**config.mk**
```make
export PLATFORM = sky130hd
export DESIGN_NAME = fakeram_64x20_req_ctrl
export DESIGN_NICKNAME = d
export VERILOG_FILES = /design/src/rtl/fakeram_64x20_req_ctrl_pkg.sv /design/src/rtl/fakeram_rsp_fifo.sv /design/src/rtl/fakeram_64x20_req_ctrl.sv
export SDC_FILE = /design/constraint.sdc
export NUM_CORES = 1
export LEC_CHECK = 0
export CORE_UTILIZATION = 30
export DETAILED_ROUTE_END_ITERATION = 10
export GPL_ROUTABILITY_DRIVEN = 0
export PLACE_DENSITY_LB_ADDON = 0.15
export REMOVE_ABC_BUFFERS = 1
export SKIP_LAST_GASP = 1
export SLEW_MARGIN = 25
export SYNTH_ARGS = -nofsm -noshare
export SYNTH_HDL_FRONTEND = slang
export SYNTH_HIERARCHICAL = 1
export SYNTH_SLANG_ARGS = --single-unit
```
**constraint.sdc**
```tcl
create_clock -name clk -period 3.65 [get_ports clk]
set_input_delay 0.5475 -clock clk [delete_from_list [all_inputs] [get_ports clk]]
set_output_delay 0.5475 -clock clk [all_outputs]
set_load 0.005 [all_outputs]
```
**src/rtl/fakeram_64x20_req_ctrl_pkg.sv**
```systemverilog
`default_nettype none
// ============================================================================
// fakeram_ctrl_pkg : shared constants and types for the 64x20 fake SRAM front-end
// Revision: 1.0
// ============================================================================
package fakeram_ctrl_pkg;

    localparam int FAKERAM_BITS  = 20;
    localparam int FAKERAM_DEPTH = 64;
    localparam int FAKERAM_AW    = 6;

    typedef logic [FAKERAM_BITS-1:0] fakeram_word_t;

    typedef struct packed {
        logic                  we;
        logic [FAKERAM_AW-1:0] addr;
        fakeram_word_t         wdata;
    } fakeram_req_t;

endpackage
`default_nettype wire

```
**src/rtl/fakeram_rsp_fifo.sv**
```systemverilog
`default_nettype none
// ============================================================================
// fakeram_rsp_fifo : small circular-buffer FIFO, head presented from registers
// Revision: 1.0
// ============================================================================
module fakeram_rsp_fifo #(
    parameter  int WIDTH = 20,
    parameter  int DEPTH = 2,
    localparam int PW    = (DEPTH > 1) ? $clog2(DEPTH) : 1,
    localparam int CW    = $clog2(DEPTH + 1)
) (
    input  logic             clk,
    input  logic             rst_n,
    input  logic             push,
    input  logic [WIDTH-1:0] push_data,
    input  logic             pop,
    output logic [WIDTH-1:0] pop_data,
    output logic [CW-1:0]    count,
    output logic             empty
);

    logic [WIDTH-1:0] mem [DEPTH];
    logic [PW-1:0]    wr_ptr;
    logic [PW-1:0]    rd_ptr;
    logic             full;
    logic             do_push;
    logic             do_pop;

    function automatic logic [PW-1:0] next_ptr(input logic [PW-1:0] p);
        return (p == PW'(DEPTH - 1)) ? '0 : p + 1'b1;
    endfunction

    assign empty    = (count == '0);
    assign full     = (count == CW'(DEPTH));
    assign do_pop   = pop & ~empty;
    assign do_push  = push & (~full | do_pop);
    assign pop_data = mem[rd_ptr];

    // Storage is reset too so the head reads 0 straight out of reset.
    always_ff @(posedge clk or negedge rst_n) begin
        if (!rst_n) begin
            for (int i = 0; i < DEPTH; i++) begin
                mem[i] <= '0;
            end
            wr_ptr <= '0;
            rd_ptr <= '0;
            count  <= '0;
        end else begin
            if (do_push) begin
                mem[wr_ptr] <= push_data;
                wr_ptr      <= next_ptr(wr_ptr);
            end
            if (do_pop) begin
                rd_ptr <= next_ptr(rd_ptr);
            end
            case ({do_push, do_pop})
                2'b10:   count <= count + 1'b1;
                2'b01:   count <= count - 1'b1;
                default: count <= count;
            endcase
        end
    end

endmodule
`default_nettype wire

```
**src/rtl/fakeram_64x20_req_ctrl.sv**
```systemverilog
`default_nettype none
// ============================================================================
// fakeram_64x20_req_ctrl : request issue/credit front-end for the 64x20 fake SRAM
// Revision: 1.0
// ============================================================================
module fakeram_64x20_req_ctrl
    import fakeram_ctrl_pkg::*;
#(
    parameter int BITS       = FAKERAM_BITS,
    parameter int WORD_DEPTH = FAKERAM_DEPTH,
    parameter int ADDR_WIDTH = $clog2(WORD_DEPTH),
    parameter int RSP_DEPTH  = 2
) (
    input  logic                  clk,
    input  logic                  rst_n,
    input  logic                  req_valid,
    output logic                  req_ready,
    input  logic                  req_we,
    input  logic [ADDR_WIDTH-1:0] req_addr,
    input  logic [BITS-1:0]       req_wdata,
    output logic                  rsp_valid,
    input  logic                  rsp_ready,
    output logic [BITS-1:0]       rsp_data,
    output logic                  ram_ce,
    output logic                  ram_we,
    output logic [ADDR_WIDTH-1:0] ram_addr,
    output logic [BITS-1:0]       ram_wd,
    input  logic [BITS-1:0]       ram_rd
);

    localparam int CW = $clog2(RSP_DEPTH + 1);

    logic          inflight;
    logic [CW-1:0] occ;
    logic          fifo_empty;
    logic          pop;
    logic [CW:0]   level;
    logic          rd_credit;
    logic          rd_issue;

    assign rsp_valid = ~fifo_empty;
    assign pop       = rsp_valid & rsp_ready;

    // Slots committed after this edge; pop implies occ >= 1, so no underflow.
    assign level     = {1'b0, occ} + (CW+1)'(inflight) - (CW+1)'(pop);
    assign rd_credit = (level < (CW+1)'(RSP_DEPTH));

    assign req_ready = rst_n & (req_we | rd_credit);
    assign ram_ce    = req_valid & req_ready;
    assign ram_we    = ram_ce & req_we;
    assign ram_addr  = ram_ce ? req_addr : '0;
    assign ram_wd    = ram_we ? req_wdata : '0;
    assign rd_issue  = ram_ce & ~req_we;

    always_ff @(posedge clk or negedge rst_n) begin
        if (!rst_n) begin
            inflight <= 1'b0;
        end else begin
            inflight <= rd_issue;
        end
    end

    fakeram_rsp_fifo #(
        .WIDTH (BITS),
        .DEPTH (RSP_DEPTH)
    ) u_rsp_fifo (
        .clk       (clk),
        .rst_n     (rst_n),
        .push      (inflight),
        .push_data (ram_rd),
        .pop       (pop),
        .pop_data  (rsp_data),
        .count     (occ),
        .empty     (fifo_empty)
    );

endmodule
`default_nettype wire

```
======== Yosys cells after proc, flatten, opt, wreduce, memory -nomap -nowiden ========
Index checks and enable logic that the tools add are counted.
storage, ports and cells
  flip-flop bits (word level) ............. 45
  output and inout bits ................... 50
  logic and storage cells ................. 47
operators by class
  $add $sub $neg .......................... 6
  eq/ne operators ......................... 3
  reductions and logical operators ........ 3
  muxes and demuxes ....................... 11
  bitwise gates (word level) .............. 14
  order comparisons ....................... 4
operator list
  kind                                                count
  two-way mux 20 bit                                  5
  bitwise mux 40 bit                                  1
  demux 20 bit (select 1 bit)                         1
  AND 1 bit                                           7
  two-way mux 6 bit                                   1
  == test 2 bit, second input constant                2
  >= comparator 2 bit, second input constant          2
  inverter 1 -> 2 bit                                 2
  one-hot mux 2 bit (2 select lines)                  1
  adder 2 x 1 -> 3 bit                                1
  < comparator 3 x 2 -> 1 bit, second input constant  1
  inverter 1 bit                                      3
  subtractor 3 x 1 -> 3 bit                           1
  adder 1 bit, second input constant                  2
  adder 2 x 1 -> 2 bit, second input constant         1
  == test 2 x 1 -> 1 bit, second input constant       1
  zero test 2 bit                                     1
  < comparator 2 x 1 -> 1 bit, second input constant  1
  two-way mux 1 bit                                   2
  bitwise OR 1 bit                                    2
  nonzero test 2 bit                                  1
  subtractor 2 x 1 -> 2 bit, second input constant    1
  logical AND 1 bit                                   1

======== Depth between registers and ports, before layout ========
  depth in word-level cells ............... 10
  gate-level depth with buffers ........... 8
  depth with buffers taken out ............ 8

======== Cells and area by module ========
The synthesis kept the hierarchy.
by module, submodules not included
  module                  area each (µm²)  cells an instance  times used
  fakeram_rsp_fifo        2,090.8          124                1
  fakeram_64x20_req_ctrl  441.7            61                 1

======== Worst setup path before layout ========
No wires, ideal clock.
  path type ............................... input to output
  from .................................... in rsp_ready
  to ...................................... out ram_addr[0]
  cell stages on the path ................. 6
  path buffers ............................ 0
  setup slack ............................. 1.096 ns
  arrival ................................. 2.007 ns
  cell sequence ........................... nor2b_1 > ha_1 > nor2b_1 > fa_1 > nand4b_1 > o22ai_1
on the way
  cells in the longest elaborated chain, start to end .. 7
RTL lines
  what                         line                          text
  start: declaration           fakeram_64x20_req_ctrl.sv:22  input logic rsp_ready,
  AND 1 bit                    fakeram_64x20_req_ctrl.sv:42  assign pop = rsp_valid & rsp_ready;
  subtractor 3 x 1 -> 3 bit    fakeram_64x20_req_ctrl.sv:45  assign level = {1'b0, occ} + (CW+1)'(inflight) - (CW+1)'(pop);
  < comparator 3 x 2 -> 1 bit  fakeram_64x20_req_ctrl.sv:46  assign rd_credit = (level < (CW+1)'(RSP_DEPTH));
  bitwise OR 1 bit             fakeram_64x20_req_ctrl.sv:48  assign req_ready = rst_n & (req_we | rd_credit);
  AND 1 bit                    fakeram_64x20_req_ctrl.sv:48
  AND 1 bit                    fakeram_64x20_req_ctrl.sv:49  assign ram_ce = req_valid & req_ready;
  two-way mux 6 bit            fakeram_64x20_req_ctrl.sv:51  assign ram_addr = ram_ce ? req_addr : '0;
  end: declaration             fakeram_64x20_req_ctrl.sv:26  output logic [ADDR_WIDTH-1:0] ram_addr,
Every way passes these cells.

======== Worst setup path after layout ========
  from .................................... in rsp_ready
  to ...................................... out ram_addr[4]
on the way
  cells in the longest elaborated chain, start to end .. 7
RTL lines
  what                         line                          text
  AND 1 bit                    fakeram_64x20_req_ctrl.sv:42
  net pop                      fakeram_64x20_req_ctrl.sv:36  logic pop;
  subtractor 3 x 1 -> 3 bit    fakeram_64x20_req_ctrl.sv:45
  < comparator 3 x 2 -> 1 bit  fakeram_64x20_req_ctrl.sv:46
  bitwise OR 1 bit             fakeram_64x20_req_ctrl.sv:48
  AND 1 bit                    fakeram_64x20_req_ctrl.sv:48
  AND 1 bit                    fakeram_64x20_req_ctrl.sv:49
  two-way mux 6 bit            fakeram_64x20_req_ctrl.sv:51
The timed path passes the listed nets, and every way through them passes these cells.

==> results.toml <==
[worst_setup_path]
crit_path_max_incr_delay_ns = 0.53
cp_slowest_cell = "fa_2"
cp.depth = 8
path_cells = "clkdlybuf4s50_1, nor2b_1, ha_1, nor2b_1, fa_2, nand4b_1, o22ai_1, clkdlybuf4s50_1"
cp-endpoint = "ram_addr[4]"
regToRegSetupSlack_ns = 1.56
setup.worst_path.start_class = "input port"
crit_arrival_ns = 2.98
required_ns = 3.10
cpLargestDelayFamily = "buffers and inverters"
cp_num_buf_inv = 2
r2r_end = "inflight"
cp_max_fo = 9
critPathCaptureType = "output pin"
ff2ff_path_depth = 6
crit_path_start = "rsp_ready"
critPathKind = "in2out"
r2r_start = "u_rsp_fifo/count[1]"

[cells_and_area]
n_fill_cell = 770
layout_common_cells = "clkdlybuf4s50_1 (99), dfrtp_1 (45), mux2_4 (40)"
final_common_cell = "clkdlybuf4s50_1"
final_layout_size_suffix_gt1_frac = 0.289
multiInputGateArea_sq_um = 1300
area_growth_pct = 46.5
nNetsFinal = 340
n_antenna_cell = 0
final-seq-area_sq_um = 1130

[run]
max_cap_viol_count = 0

[timing]
fmax_mhz = 284
relSlewSlack = 0.617
finClkSkew_ns = 0.00469
final_max_slew_viol_count = 0
finalSetupViolCount = 0
fin_crit_sh = 0.966
rsz0062_at_grt = "false"
hold_viol_final = 0
whs_ns = 0.510
worst_slew_pin_slew_ns = 0.574
min_period_ns = 3.53
timing.setup.tns_ns = 0

[floorplan]
initial_core_util = 0.310
core_area_sq_um = 8180
ioPinCount = 101
dieArea_sq_um = 8810
row_count = 33
die_y_microns = 93.9
die_x_microns = 93.9

[synthesis]
postSynthAreaPerCell_sq_um = 13.7
synth-seq-area-share = 0.445
yosysTopAreaCell = "dfrtp_1"
ys.flop_type = "dfrtp_1"
synth_area_sq_um = 2530
synth.area.top_cells = "dfrtp_1 (44%), mux2_4 (24%), mux2_2 (8.9%)"
syn_inst = 185
synth_seq_cells = 45
synth_edf_count = 0
yosys_warnings = 6
synth_cell_types = 25
synth.top_cell.area_share = 0.445
async_flop_share = 1.00

[drt]
drtIter0Drc = 62
via_per_inst = 4.60
wire_per_inst_microns = 14.9
drcViolationCount = 0
vias = 1805
ant_nets = 0
finalWirelength_microns = 5850
drt_first_pass_iters = 4

[clock_network]
cts_buffers = 5
cts-root-buf = "clkbuf_8"
postCtsSetupRepairBufs = 0
cts_tree = "done"
cts_resized = 0
htreeDepth = 2
clock-sinks = 45
clk_latency_ns = 0.29
hold_buffers = 0
clock_path_buffers = 2
path_clk_slew_ns = 0.08

[power_and_ir_drop]
combPwrFrac = 0.521
p_seq_frac = 0.348
powerDensity_nw_per_um2 = 695
peakVddDrop_mv = 0.319
switching_share = 0.285
p_int_w = 0.00184
leakage_nw = 1.55
power.switching_w = 0.000734
p_clk_frac = 0.131

[hold_path]
min_from = "u_rsp_fifo/mem[6]"
hp-class = "reg2reg"

[place]
place_hpwl_microns = 4170
portBuffers = 100

[grt]
grt_max_degree = 46
grt-ovfl-total = 0
grtUsageTotal = 0.137
antenna_found_initial = 0
grt_pass1_wl_microns = 9150
grt_pass1_vias = 1810

[outcome]
status = "finished, final reports clean"
## power by group through the flow
stage | Sequential [W] | Combinational (W) | Clock (W)
after floorplan | 0.000869 | 0.000777 | 0
after global routing | 0.000931 | 0.00145 | 0.000372
final | 0.000896 | 0.00134 | 0.000337
after global placement | 0.000905 | 0.00134 | 0
after CTS | 0.000900 | 0.00136 | 0.000353
after detailed placement | 0.000902 | 0.00135 | 0
## cell type report
class	count	area share
multi-input cells	124	0.350
flip-flops and latches	45	0.304
repair buffers	105	0.279
well taps	105	0.0354
clock buffers	7	0.0260
inverters	5	0.00506
clock inverters	1	0.00135
## stage by stage
stage / util / power, W / std cells / worst slack, ns / instance area (sq um)
floorplan: - / 0.00165 / 174 / 0.982 / 2430
global placement: 0.441 / 0.00224 / 384 / 0.112 / 3610
detailed placement: 0.441 / 0.00226 / 384 / 0.0895 / 3610
CTS: 0.453 / 0.00261 / 392 / 0.0787 / 3710
global route: 0.454 / 0.00276 / 392 / 0.0154 / 3710
finish: 0.454 / 0.00258 / 392 / 0.124 / 3710
## Yosys cell counts, types with 3 or more instances
cell type,instances
dfrtp_1,45
mux2_4,40
and2_1,20
mux2_2,20
nand2_1,9
buf_6,6
nand4b_1,6
o22ai_1,6
inv_1,4
buf_4,3
nor2_1,3
nor2b_1,3
xnor2_1,3
## worst min path at each step
stage | endpoint | slack (ns) | depth (start not counted)
floorplan | inflight | 0.25 | 0
global placement | u_rsp_fifo/mem[19] | 0.49 | 1
detailed placement | u_rsp_fifo/mem[16] | 0.49 | 1
CTS | u_rsp_fifo/mem[13] | 0.51 | 1
global route | u_rsp_fifo/mem[29] | 0.52 | 1
finish | u_rsp_fifo/mem[6] | 0.51 | 1
## routing by layer
metal | vias to the layer above | track usage | share of wire
met1 | 867 | 0.166 | 0.43
met2 | 90 | 0.229 | 0.46
met4 | 0 | 0.0462 | 0.013
met3 | 6 | 0.0437 | 0.095
met5 | - | 0 | 0
li1 | 842 | - | -
## worst register-to-register path, cell delays in order (launching register included)
cell,delay (ns)
dfrtp_1,0.45
nor2_1,0.21
nor2b_1,0.09
ha_1,0.27
nor2b_1,0.15
fa_2,0.53
nor4_2,0.30
## state kept, by name, indices dropped and copies added (netlist names)
register and count:
u_rsp_fifo/count 2, u_rsp_fifo/mem 40, inflight 1, u_rsp_fifo/wr_ptr 1, u_rsp_fifo/rd_ptr 1
## cells by family (layout without fill, tap and decap cells)
kind of cell	Yosys count	in the layout	synth area share
AO/OA/AOI/OAI	8	8	0.0217
XOR/XNOR	6	6	0.0237
AND/OR/NAND/NOR	47	47	0.119
buffers and inverters	16	118	0.0469
multiplexers	60	60	0.326
flip-flops	45	45	0.445
adder cells (fa/ha/maj)	3	3	0.0178
Note: power is estimated with default switching activity, not from simulation.
